`config.mk`:
```
export PLATFORM = sky130hd
export DESIGN_NAME = imem_arbiter
export DESIGN_NICKNAME = d
export VERILOG_FILES = /design/src/rtl/imem_arbiter.sv
export SDC_FILE = /design/constraint.sdc
export NUM_CORES = 1
export LEC_CHECK = 0
export CORE_MARGIN = 4
export CORE_UTILIZATION = 35
export DETAILED_ROUTE_END_ITERATION = 6
export PLACE_DENSITY = 0.88
export SETUP_SLACK_MARGIN = 0.15
export SLEW_MARGIN = 0
export SYNTH_ARGS = -nofsm -noshare
export SYNTH_HDL_FRONTEND = slang
export SYNTH_SLANG_ARGS = --single-unit
```
`constraint.sdc`:
```
create_clock -name clk -period 4.6 [get_ports clk]
set_clock_uncertainty 0.05 [all_clocks]
set_input_delay 0.92 -clock clk [delete_from_list [all_inputs] [get_ports clk]]
set_output_delay 0.92 -clock clk [all_outputs]
set_load 0.03 [all_outputs]
```
`src/rtl/imem_arbiter.sv`:
```
`default_nettype none
// ============================================================================
// Module   : imem_arbiter
// Purpose  : Shares a single-port synchronous instruction memory between the
//            fetch stage (reads) and the program loader (writes). Holds the
//            core while the boot image is loaded. Serves aligned fetches in
//            one access and halfword-aligned fetches in two accesses.
// Revision : 1.0 - initial release
// ============================================================================
module imem_arbiter #(
  parameter int MEM_ADDR_W = 10,
  parameter int BOOT_EN    = 1
) (
  input  logic                  clk,
  input  logic                  reset_n,
  // fetch stage
  input  logic                  fetch_req,
  input  logic [31:0]           fetch_addr,
  input  logic                  fetch_abort,
  output logic                  fetch_stall,
  output logic                  fetch_valid,
  output logic [31:0]           fetch_data,
  // program loader
  input  logic                  ld_valid,
  input  logic [31:0]           ld_addr,
  input  logic [31:0]           ld_data,
  output logic                  ld_ready,
  input  logic                  ld_done,
  // core control
  output logic                  core_hold,
  // memory port
  output logic                  mem_en,
  output logic                  mem_we,
  output logic [MEM_ADDR_W-1:0] mem_addr,
  output logic [31:0]           mem_wdata,
  input  logic [31:0]           mem_rdata,
  // status
  output logic                  err_oob
);

  typedef enum logic [1:0] {
    S_BOOT  = 2'd0,
    S_RUN   = 2'd1,
    S_SPLIT = 2'd2
  } state_t;

  localparam state_t c_RESET_STATE = (BOOT_EN != 0) ? S_BOOT : S_RUN;
  localparam logic [MEM_ADDR_W-1:0] c_IDX_ONE = {{(MEM_ADDR_W-1){1'b0}}, 1'b1};

  state_t                r_state;
  logic [MEM_ADDR_W-1:0] r_split_idx;   // word index of the first half of a split
  logic                  r_split_oob;   // that split fetch was out of range
  logic [15:0]           r_half_buf;    // low half of a split instruction
  logic                  r_fetch_valid;
  logic                  r_resp_split;  // pending response is a split assembly
  logic                  r_resp_oob;    // pending response must read as zero
  logic                  r_err_oob;

  logic [MEM_ADDR_W-1:0] w_fetch_idx;
  logic [MEM_ADDR_W-1:0] w_ld_idx;
  logic [MEM_ADDR_W-1:0] w_split_next;
  logic                  w_fetch_oob;
  logic                  w_split_wrap;
  logic                  w_run_fetch;   // fetch accepted by RUN this cycle
  logic                  w_unused;

  assign w_fetch_idx  = fetch_addr[MEM_ADDR_W+1:2];
  assign w_ld_idx     = ld_addr[MEM_ADDR_W+1:2];
  assign w_fetch_oob  = (fetch_addr[31:MEM_ADDR_W+2] != '0);
  assign w_split_next = r_split_idx + c_IDX_ONE;
  assign w_split_wrap = &r_split_idx;
  assign w_run_fetch  = (r_state == S_RUN) && !ld_valid && fetch_req;

  // Address bits that carry no meaning for a word-organised memory.
  assign w_unused = ^{fetch_addr[0], ld_addr[1:0], ld_addr[31:MEM_ADDR_W+2]};

  // Memory port steering and handshake outputs, decoded from state and inputs.
  always_comb begin
    mem_en      = 1'b0;
    mem_we      = 1'b0;
    mem_addr    = w_ld_idx;
    fetch_stall = 1'b0;
    ld_ready    = 1'b0;
    core_hold   = 1'b0;
    case (r_state)
      S_BOOT: begin
        core_hold   = 1'b1;
        fetch_stall = 1'b1;
        ld_ready    = 1'b1;
        mem_en      = ld_valid;
        mem_we      = ld_valid;
      end
      S_RUN: begin
        ld_ready = 1'b1;
        if (ld_valid) begin
          // Loader wins; a simultaneous fetch simply waits a cycle.
          mem_en      = 1'b1;
          mem_we      = 1'b1;
          fetch_stall = fetch_req;
        end else if (fetch_req) begin
          mem_en      = 1'b1;
          mem_addr    = w_fetch_idx;
          // A halfword-aligned fetch needs a second word, so hold the PC.
          fetch_stall = fetch_addr[1];
        end
      end
      S_SPLIT: begin
        // Loader is blocked here so a split fetch always completes.
        if (!fetch_abort) begin
          mem_en   = 1'b1;
          mem_addr = w_split_next;
        end
      end
      default: begin
        core_hold   = 1'b1;
        fetch_stall = 1'b1;
      end
    endcase
  end

  // Sequencer: boot/run/split state plus all registered response state.
  always_ff @(posedge clk or negedge reset_n) begin
    if (!reset_n) begin
      r_state       <= c_RESET_STATE;
      r_split_idx   <= '0;
      r_split_oob   <= 1'b0;
      r_half_buf    <= 16'h0000;
      r_fetch_valid <= 1'b0;
      r_resp_split  <= 1'b0;
      r_resp_oob    <= 1'b0;
      r_err_oob     <= 1'b0;
    end else begin
      r_fetch_valid <= 1'b0;
      r_resp_split  <= 1'b0;
      r_resp_oob    <= 1'b0;
      case (r_state)
        S_BOOT: begin
          // A write coinciding with ld_done is performed by the comb decode.
          if (ld_done) begin
            r_state <= S_RUN;
          end
        end
        S_RUN: begin
          if (w_run_fetch) begin
            if (fetch_addr[1]) begin
              r_state     <= S_SPLIT;
              r_split_idx <= w_fetch_idx;
              r_split_oob <= w_fetch_oob;
            end else begin
              r_fetch_valid <= 1'b1;
              r_resp_oob    <= w_fetch_oob;
            end
            if (w_fetch_oob) begin
              r_err_oob <= 1'b1;
            end
          end
        end
        S_SPLIT: begin
          r_state <= S_RUN;
          if (!fetch_abort) begin
            r_half_buf    <= mem_rdata[31:16];
            r_fetch_valid <= 1'b1;
            r_resp_split  <= 1'b1;
            r_resp_oob    <= r_split_oob;
            if (w_split_wrap) begin
              r_err_oob <= 1'b1;
            end
          end
        end
        default: begin
          r_state <= c_RESET_STATE;
        end
      endcase
    end
  end

  // Response assembly; a redirect in the response cycle discards the data.
  always_comb begin
    fetch_valid = r_fetch_valid && !fetch_abort;
    fetch_data  = 32'h0000_0000;
    if (fetch_valid && !r_resp_oob) begin
      fetch_data = r_resp_split ? {mem_rdata[15:0], r_half_buf} : mem_rdata;
    end
  end

  assign mem_wdata = ld_data;
  assign err_oob   = r_err_oob;

endmodule
`default_nettype wire

```
==> flow_metrics.tcl, run 1 <==
set metrics [dict create \
    status "completed" \
    synthCells 297 \
    slowest_stage "clkdlybuf4s50_1" \
    dp.final_hpwl_mm 5.58 \
    cp-start-kind "input pin" \
    fin_crit_sh_pct 81.6 \
    synth_common_cells "nand2_1 (58), nor2_1 (36), dfrtp_1 (33), mux2i_1 (33), buf_4 (32)" \
    worst-path-max-fanout 10 \
    layout.area.seq_um2 827 \
    worstSetupEndpointType "output port" \
    cp_data_arrival_time_ns 2.78 \
    yosys.area.top_type "dfrtp_1" \
    die_x_um 92.3 \
    synth-seq-cells 33 \
    place_worst_setup_slack_ns 0.813 \
    fin_nets 530 \
    path_cells "clkdlybuf4s50_1 > nand2b_1 > nor2_1 > a21oi_1 > o21ai_0 > clkdlybuf4s50_1" \
    cpMostUsedCell "clkdlybuf4s50_1" \
    netlist_top_cells_area "dfrtp_1 (33%), mux2i_1 (13%), buf_4 (9.7%)" \
    cts_root_buffer "clkbuf_8" \
    synth_nets 437 \
    post-route-min-period_ns 3.75 \
    critPathTopFamily "buffers and inverters" \
    drcViolationCount 0 \
    numPortBuffers 127 \
    crit_type "input pin to output port" \
    relSlewSlack_pct 40.3 \
    rsz0062_at_grt "false" \
    post_cts_buffers 0 \
    peakVddDrop_mv 0.278 \
    synthToLayoutAreaGrowth_pct 47.3 \
    first_iter_violations 54 \
    grt_overflow 0 \
    antenna_found_initial 0 \
    ios 215 \
    vias 2354 \
    grt_start_max_net_pins 34 \
    final_hold_viol_count 0 \
    cts_htree_levels 2 \
    cts_tree "built" \
    tightestPinTransition_ns 0.895 \
    ff2ff_setup_slack_ns 2.74 \
    syn-cell-area_mm2 0.00249 \
    cts_buffer_depth 2 \
    grt_pass1_wl_mm 10.9 \
    synth-edff-count 0 \
    drive_above_1_share_pct 9.74 \
    num_rows 30 \
    antennaDiodeCount 0 \
    gp_congestion 0.768 \
    slowest_delay_ns 0.69 \
    drv_slew 0 \
    start_util_pct 36.4 \
    routed_wl_mm 7.02 \
    synthFlopType "dfrtp_1" \
    path_clk_slew_ns 0.06 \
    multi_input_area_mm2 0.00133 \
    antenna_left 0 \
    die_y_um 92.3 \
    min_path_type "flop to flop" \
    path_buf_inv 2 \
    netlist.area_leader.share_pct 33.2 \
    max_freq_mhz 266 \
    setup-tns-final_ns 0 \
    clock_latency_ns 0.28 \
    setup_viol 0 \
    wl_per_cell_um 14.4 \
    synth-seq-area-share_pct 33.2 \
    ys_async_sr_fraction_pct 100 \
    fin_util_pct 53.6 \
    clock_sinks 33 \
    first_global_vias 2454 \
    maxCapViolCount 0 \
    yosysWarnings 0 \
    cp.required_ns 3.63 \
    grt_util_all_layers_pct 15.8 \
    coreArea_mm2 0.00683 \
    ctsResizeCount 0 \
    total_leakage_power_uw 0.00151 \
    setup_slack_ns 0.848 \
    tritoncts.num_buffers 5 \
    drt-vias-per-instance 4.84 \
    fillers 624 \
    yosys.cell_count.top_type "nand2_1" \
    avgSynthCellArea_um2 8.38 \
    dieArea_mm2 0.00852 \
    power_density_mw_per_mm2 480 \
    cts_hold_buf 0 \
    synth.distinct_cells 35 \
    firstDrtPassIters 4 \
]
[metrics by stage]
| step | power [uW] | hold slack (ns) | instance area [um^2] | instances |
|---|---|---|---|---|
| 4_1_cts | 1790 | 0.430 | 3660 | 486 |
| 3_5_place_dp | 1560 | 0.413 | 3580 | 479 |
| 5_1_grt | 1890 | 0.452 | 3660 | 486 |
| 6_report | 1760 | 0.427 | 3660 | 486 |
| 3_3_place_gp | 1520 | 0.410 | 3580 | 479 |
| 2_1_floorplan | 1220 | 0.395 | 2490 | 297 |
[sequential cells by signal, summed over array words and instances, names as in the netlist]
name,cells
r_split_oob,1
r_split_idx,10
r_resp_split,1
r_resp_oob,1
r_fetch_valid,1
r_half_buf,16
err_oob,1
r_state,2
[report_power, final]
part / leakage [uW] / switching (uW) / internal [uW]
clock: 0.0000443 / 98.4 / 119
sequential: 0.000408 / 128 / 416
combinational: 0.00106 / 545 / 454
[layer usage]
layer	up-vias	part of all wire [%]	track usage, %
met5	-	0	0
met4	0	1.0	5.57
met3	12	9.5	4.79
met2	114	52	30.3
met1	1075	38	15.9
li1	1153	-	-
[worst paths after layout]
kind,endpoint,cells after the start,startpoint
min in group asynchronous,r_split_idx[4],1,reset_n
min,r_half_buf[12],2,r_half_buf[12]
max,mem_addr[0],6,fetch_abort
max in group asynchronous,r_resp_split,1,reset_n
min reg2reg,r_half_buf[12],2,r_half_buf[12]
max reg2reg,r_half_buf[13],7,r_state[0]
[cell type report]
cell class,count,area share [%]
Tap cell,96,3.28
Clock buffer,7,2.36
Sequential cell,33,22.6
Timing Repair Buffer,131,34.8
Inverter,7,0.717
Multi-Input combinational cell,212,36.3
[tightest hold or removal path: cells and delay by family, from the launching register on]
kind / cells / cell delay, ns
flops: 1 / 0.34
simple gates: 2 / 0.10
[cell families (layout without fill, tap and decap cells)]
family | Yosys count | count (layout) | synth area share (%)
muxes | 44 | 44 | 18.3
AOI/OAI and AO/OA | 32 | 32 | 8.10
and+or+nand+nor | 122 | 122 | 21.3
xor gates and xnor gates | 8 | 8 | 2.82
buffers and inverters | 52 | 145 | 13.3
DFF | 33 | 33 | 33.2
adders and majority gates | 6 | 6 | 3.02
[placed cells by master, fill, tap and decap left out, types with 7 or more instances in the layout]
| cell | synthesis | layout |
|---|---|---|
| nor2_1 | 36 | 36 |
| mux2i_1 | 33 | 33 |
| xor2_1 | 8 | 8 |
| nand2_1 | 58 | 58 |
| a22oi_1 | 9 | 9 |
| dfrtp_1 | 33 | 32 |
| mux2_2 | 11 | 11 |
| o21ai_0 | 13 | 13 |
| inv_1 | 7 | 7 |
| buf_4 | 32 | 13 |
| clkdlybuf4s50_1 | 0 | 117 |
Note: power is estimated with default switching activity, not from simulation.
==> inputs of run 2 (changes only) <==
- CORE_UTILIZATION: 35 -> 32
- PLACE_DENSITY: 0.88 -> 0.81
- clock period: 4.6 -> 3.8 ns (I/O delays scaled with it)
==> flow_metrics.tcl, run 2 (synthesis results as in run 1) <==
set metrics [dict create \
    numPortBuffers 127 \
    drcViolationCount 0 \
    slowest_delay_ns 0.44 \
    critPathTopFamily "buffers and inverters" \
    cp-start-kind "input pin" \
    place_worst_setup_slack_ns 0.610 \
    cts_root_buffer "clkbuf_8" \
    vias 2372 \
    first_iter_violations 23 \
    reg.largest.list "r_half_buf (16), r_split_idx (10), r_state (2)" \
    path_cells "clkdlybuf4s50_1 > nand2b_1 > buf_4 > inv_1 > nand2_1 > o21ai_0 > buf_4" \
    num_rows 31 \
    clockPowerShare_pct 15.7 \
    maxCapViolCount 0 \
    cts_hold_buf 0 \
    antennaDiodeCount 0 \
    rsz0062_at_grt "false" \
    clock_latency_ns 0.28 \
    largest_register "r_half_buf" \
    first_global_vias 2419 \
    path_buf_inv 4 \
    grt_util_all_layers_pct 14.9 \
    total_leakage_power_uw 0.00159 \
    coreArea_mm2 0.00741 \
    antenna_found_initial 0 \
    power_density_mw_per_mm2 604 \
    fin_crit_sh_pct 83.6 \
    ctsResizeCount 0 \
    die_x_um 96.2 \
    p_sw_uw 939 \
    post_cts_buffers 0 \
    tightestPinTransition_ns 0.896 \
    ios 215 \
    min_path_type "flop to flop" \
    routed_wl_mm 7.06 \
    cpMostUsedCell "buf_4" \
    final_hold_viol_count 0 \
    dp.final_hpwl_mm 5.60 \
    mostFrequentLayoutCell "clkdlybuf4s50_1" \
    path_clk_slew_ns 0.07 \
    layout.cells.non_filler 490 \
    status "completed" \
    drive_above_1_share_pct 18.4 \
    setup-tns-final_ns 0 \
    switching_share_pct 43.0 \
    gp_congestion 0.717 \
    dieArea_mm2 0.00925 \
    peakVddDrop_mv 0.480 \
    worst-path-max-fanout 7 \
    place_inst 482 \
    die_y_um 96.2 \
    cp_data_arrival_time_ns 2.37 \
    p_int_uw 1250 \
    firstDrtPassIters 4 \
    clock_sinks 33 \
    drt-vias-per-instance 4.84 \
    pwr-share-seq_pct 30.1 \
    drv_slew 0 \
    grt_pass1_wl_mm 10.9 \
    max_freq_mhz 315 \
    relSlewSlack_pct 40.3 \
    tritoncts.num_buffers 5 \
    setup_slack_ns 0.622 \
    cts_buffer_depth 2 \
    antenna_left 0 \
    start_util_pct 33.6 \
    cts_htree_levels 2 \
    grt_overflow 0 \
    worstSetupEndpointType "output port" \
    wl_per_cell_um 14.4 \
    largest_reg_flops 16 \
    grt_start_max_net_pins 34 \
    slowest_stage "clkdlybuf4s50_1" \
    post-route-min-period_ns 3.18 \
    fin_nets 530 \
    final_cell_mix "clkdlybuf4s50_1 (84), nand2_1 (58), buf_4 (46)" \
    crit_type "input pin to output port" \
    setup_viol 0 \
    cts_tree "built" \
    synthToLayoutAreaGrowth_pct 45.4 \
    hold-worst-slack_ns 0.428 \
    cp.required_ns 2.99 \
    p_comb_share_pct 54.2 \
]
## run 2: cell types whose count changed in the layout (fill, tap and decap cells not counted), sizes merged
cell,delta
bufinv,+1
buf,+33
clkdlybuf4s50,-33
## run 2: power groups by stage
stage	registers, uW	logic, uW	clock network (uW)
final	657	1190	342
after global routing	688	1300	369
after CTS	657	1210	359
after detailed placement	665	1200	0
after global placement	651	1170	0
after floorplan	598	877	0
## run 2: layout make-up
type / count / area [um^2]
fillers: 716 / 3790
multi-input cells: 212 / 1330
repair buffers: 131 / 1190
flip-flops and latches: 33 / 827
well taps: 99 / 124
clock buffers: 7 / 86.3
clock inverters: 1 / 30.0
inverters: 7 / 26.3
## run 2: path summary, 6_finish.rpt
kind | start | end | slack (ns) | cells past startpoint
worst max-delay path | fetch_abort | mem_addr[6] | 0.62 | 7
worst min-delay path | r_half_buf[15] | r_half_buf[15] | 0.43 | 2
worst max register to register | r_state[0] | r_resp_oob | 1.95 | 8
worst min register to register | r_half_buf[15] | r_half_buf[15] | 0.43 | 2
max in group asynchronous | reset_n | r_resp_split | 2.66 | 1
min in group asynchronous | reset_n | r_split_idx[5] | 0.50 | 1
## run 2: worst reg2reg max path, stage by stage (launching register included)
cell      delay (ns)
dfrtp_1         0.42
inv_1           0.11
ha_1            0.27
nand2b_1        0.13
buf_4           0.17
inv_1           0.18
buf_4           0.27
nand3_1         0.09
o21ai_0         0.08
## run 2: through the flow
step                total power [uW]  area (um^2)  utilization, %
detailed placement              1870         3500            47.2
CTS                             2220         3620            48.8
finish                          2180         3620            48.8
floorplan                       1470         2490               -
global route                    2360         3620            48.8
global placement                1820         3500            47.2
## run 2: metal layers
layer	track usage [%]	wire (um)	share of wire, %	vias up
li1	-	-	-	1152
met1	15.9	2650	37	1085
met2	27.4	3530	50	121
met3	4.46	787	11	14
met4	5.57	93	1.3	0
met5	0	0	0	-
==> inputs of run 3 (changes only) <==
- clock period: 3.8 -> 3 ns (I/O delays scaled with it)
==> flow_metrics.tcl, run 3 (synthesis results as in run 1) <==
set metrics [dict create \
    status "completed" \
    numPortBuffers 127 \
    grt_util_all_layers_pct 14.8 \
    num_rows 31 \
    grt_overflow 0 \
    dieArea_mm2 0.00925 \
    dp.final_hpwl_mm 5.62 \
    synthToLayoutAreaGrowth_pct 46.8 \
    max_freq_mhz 365 \
    first_global_vias 2303 \
    setup_viol 0 \
    drcViolationCount 0 \
    cts_htree_levels 2 \
    clock_sinks 33 \
    crit_type "flop to output port" \
    largest_reg_flops 16 \
    wl_per_cell_um 14.5 \
    antennaDiodeCount 0 \
    post-route-min-period_ns 2.74 \
    firstDrtPassIters 4 \
    path_clk_slew_ns 0.07 \
    rr_worst_depth 5 \
    total_power_uw 2780 \
    maxCapViolCount 0 \
    final_hold_viol_count 0 \
    drv_slew 0 \
    coreArea_mm2 0.00741 \
    cp_data_arrival_time_ns 2.09 \
    die_y_um 96.2 \
    rsz0062_at_grt "false" \
    fin_nets 533 \
    mostFrequentLayoutCell "clkdlybuf4s50_1" \
    power_density_mw_per_mm2 762 \
    drt-vias-per-instance 4.85 \
    tightestPinTransition_ns 0.761 \
    min_path_type "input pin to asynchronous set/reset pin" \
    setup_slack_ns 0.262 \
    regToRegEndpoint "r_split_idx[2]" \
    final_cell_mix "clkdlybuf4s50_1 (82), nand2_1 (58), buf_4 (50)" \
    worst-path-max-fanout 5 \
    vias 2390 \
    start_util_pct 33.6 \
    fin_util_pct 49.3 \
    grt_pass1_wl_mm 10.6 \
    ios 215 \
    clock_latency_ns 0.28 \
    cts_tree "built" \
    cts_buffer_depth 2 \
    antenna_left 0 \
    worstSetupEndpointType "output port" \
    drive_above_1_share_pct 19.8 \
    cts_root_buffer "clkbuf_8" \
    setup-tns-final_ns 0 \
    peakVddDrop_mv 0.431 \
    first_iter_violations 39 \
    gp_congestion 0.753 \
    cp.required_ns 2.35 \
    final_cell_area_mm2 0.00365 \
    r2r_start "r_state[1]" \
    place_area_mm2 0.00352 \
    reg.largest.list "r_half_buf (16), r_split_idx (10), r_state (2)" \
    largest_register "r_half_buf" \
    fin_crit_sh_pct 91.3 \
    die_x_um 96.2 \
    total_leakage_power_uw 0.00162 \
    place_worst_setup_slack_ns 0.171 \
    antenna_found_initial 0 \
    tritoncts.num_buffers 5 \
    routed_wl_mm 7.13 \
    cp-start-kind "flop" \
    relSlewSlack_pct 49.3 \
    grt_start_max_net_pins 34 \
    ff2ff_setup_slack_ns 1.21 \
]
[run 3: changes by cell type in the layout (fill, tap and decap cells not counted)]
cell | before | now
and2_1 | 1 | 0
and2_2 | 0 | 1
buf_4 | 46 | 50
clkdlybuf4s50_1 | 84 | 82
dlymetal6s2s_1 | 0 | 1
nor2b_1 | 2 | 1
nor2b_2 | 0 | 1
o211ai_2 | 1 | 0
o211ai_4 | 0 | 1
[run 3: final cells by class]
cell class,instances,area (um^2)
Sequential cell,33,827
Timing Repair Buffer,134,1210
Fill cell,710,3760
Clock inverter,1,30.0
Multi-Input combinational cell,212,1340
Inverter,7,26.3
Clock buffer,7,86.3
Tap cell,99,124
[run 3: critical path, cell delays in order, from the launching register on]
cell and delay, ns:
dfrtp_1 0.40, inv_1 0.10, ha_1 0.39, inv_1 0.19, clkdlybuf4s50_1 0.73
[run 3: per-layer routing]
metal | vias to the layer above | global-route usage, % | part of all wire (%)
li1 | 1168 | - | -
met1 | 1084 | 16.2 | 38
met2 | 124 | 26.7 | 49
met3 | 14 | 5.00 | 11
met4 | 0 | 4.98 | 1.3
met5 | - | 0 | 0
[run 3: how the worst max path moves through the flow]
stage | start | endpoint | slack (ns) | depth (start not counted)
6_report | r_state[0] | core_hold | 0.26 | 4
5_1_grt | r_state[1] | mem_addr[5] | 0.17 | 7
4_1_cts | ld_valid | mem_addr[3] | 0.18 | 6
3_5_place_dp | fetch_req | mem_addr[3] | 0.17 | 6
3_3_place_gp | ld_valid | mem_addr[3] | 0.19 | 6
2_1_floorplan | fetch_abort | fetch_data[10] | 0.40 | 4
[run 3: per-stage QoR]
| stage | hold slack [ns] | instances |
|---|---|---|
| after floorplan | 0.254 | 297 |
| after global placement | 0.409 | 485 |
| after detailed placement | 0.413 | 485 |
| after CTS | 0.360 | 493 |
| after global routing | 0.407 | 493 |
| final | 0.338 | 493 |
[run 3: timing repair]
action                     CTS  global route
gates resized for setup      0             4
setup endpoints to repair    0            10
hold endpoints to repair     0             0
hold buffers                 0             0
buffers inserted             0             0
[run 3: report_power, final]
| group | switching (uW) | leakage [uW] | internal (uW) |
|---|---|---|---|
| clock network | 159 | 0.0000585 | 271 |
| logic | 860 | 0.00115 | 680 |
| registers | 176 | 0.000408 | 637 |
| total | 1190 | 0.00162 | 1590 |
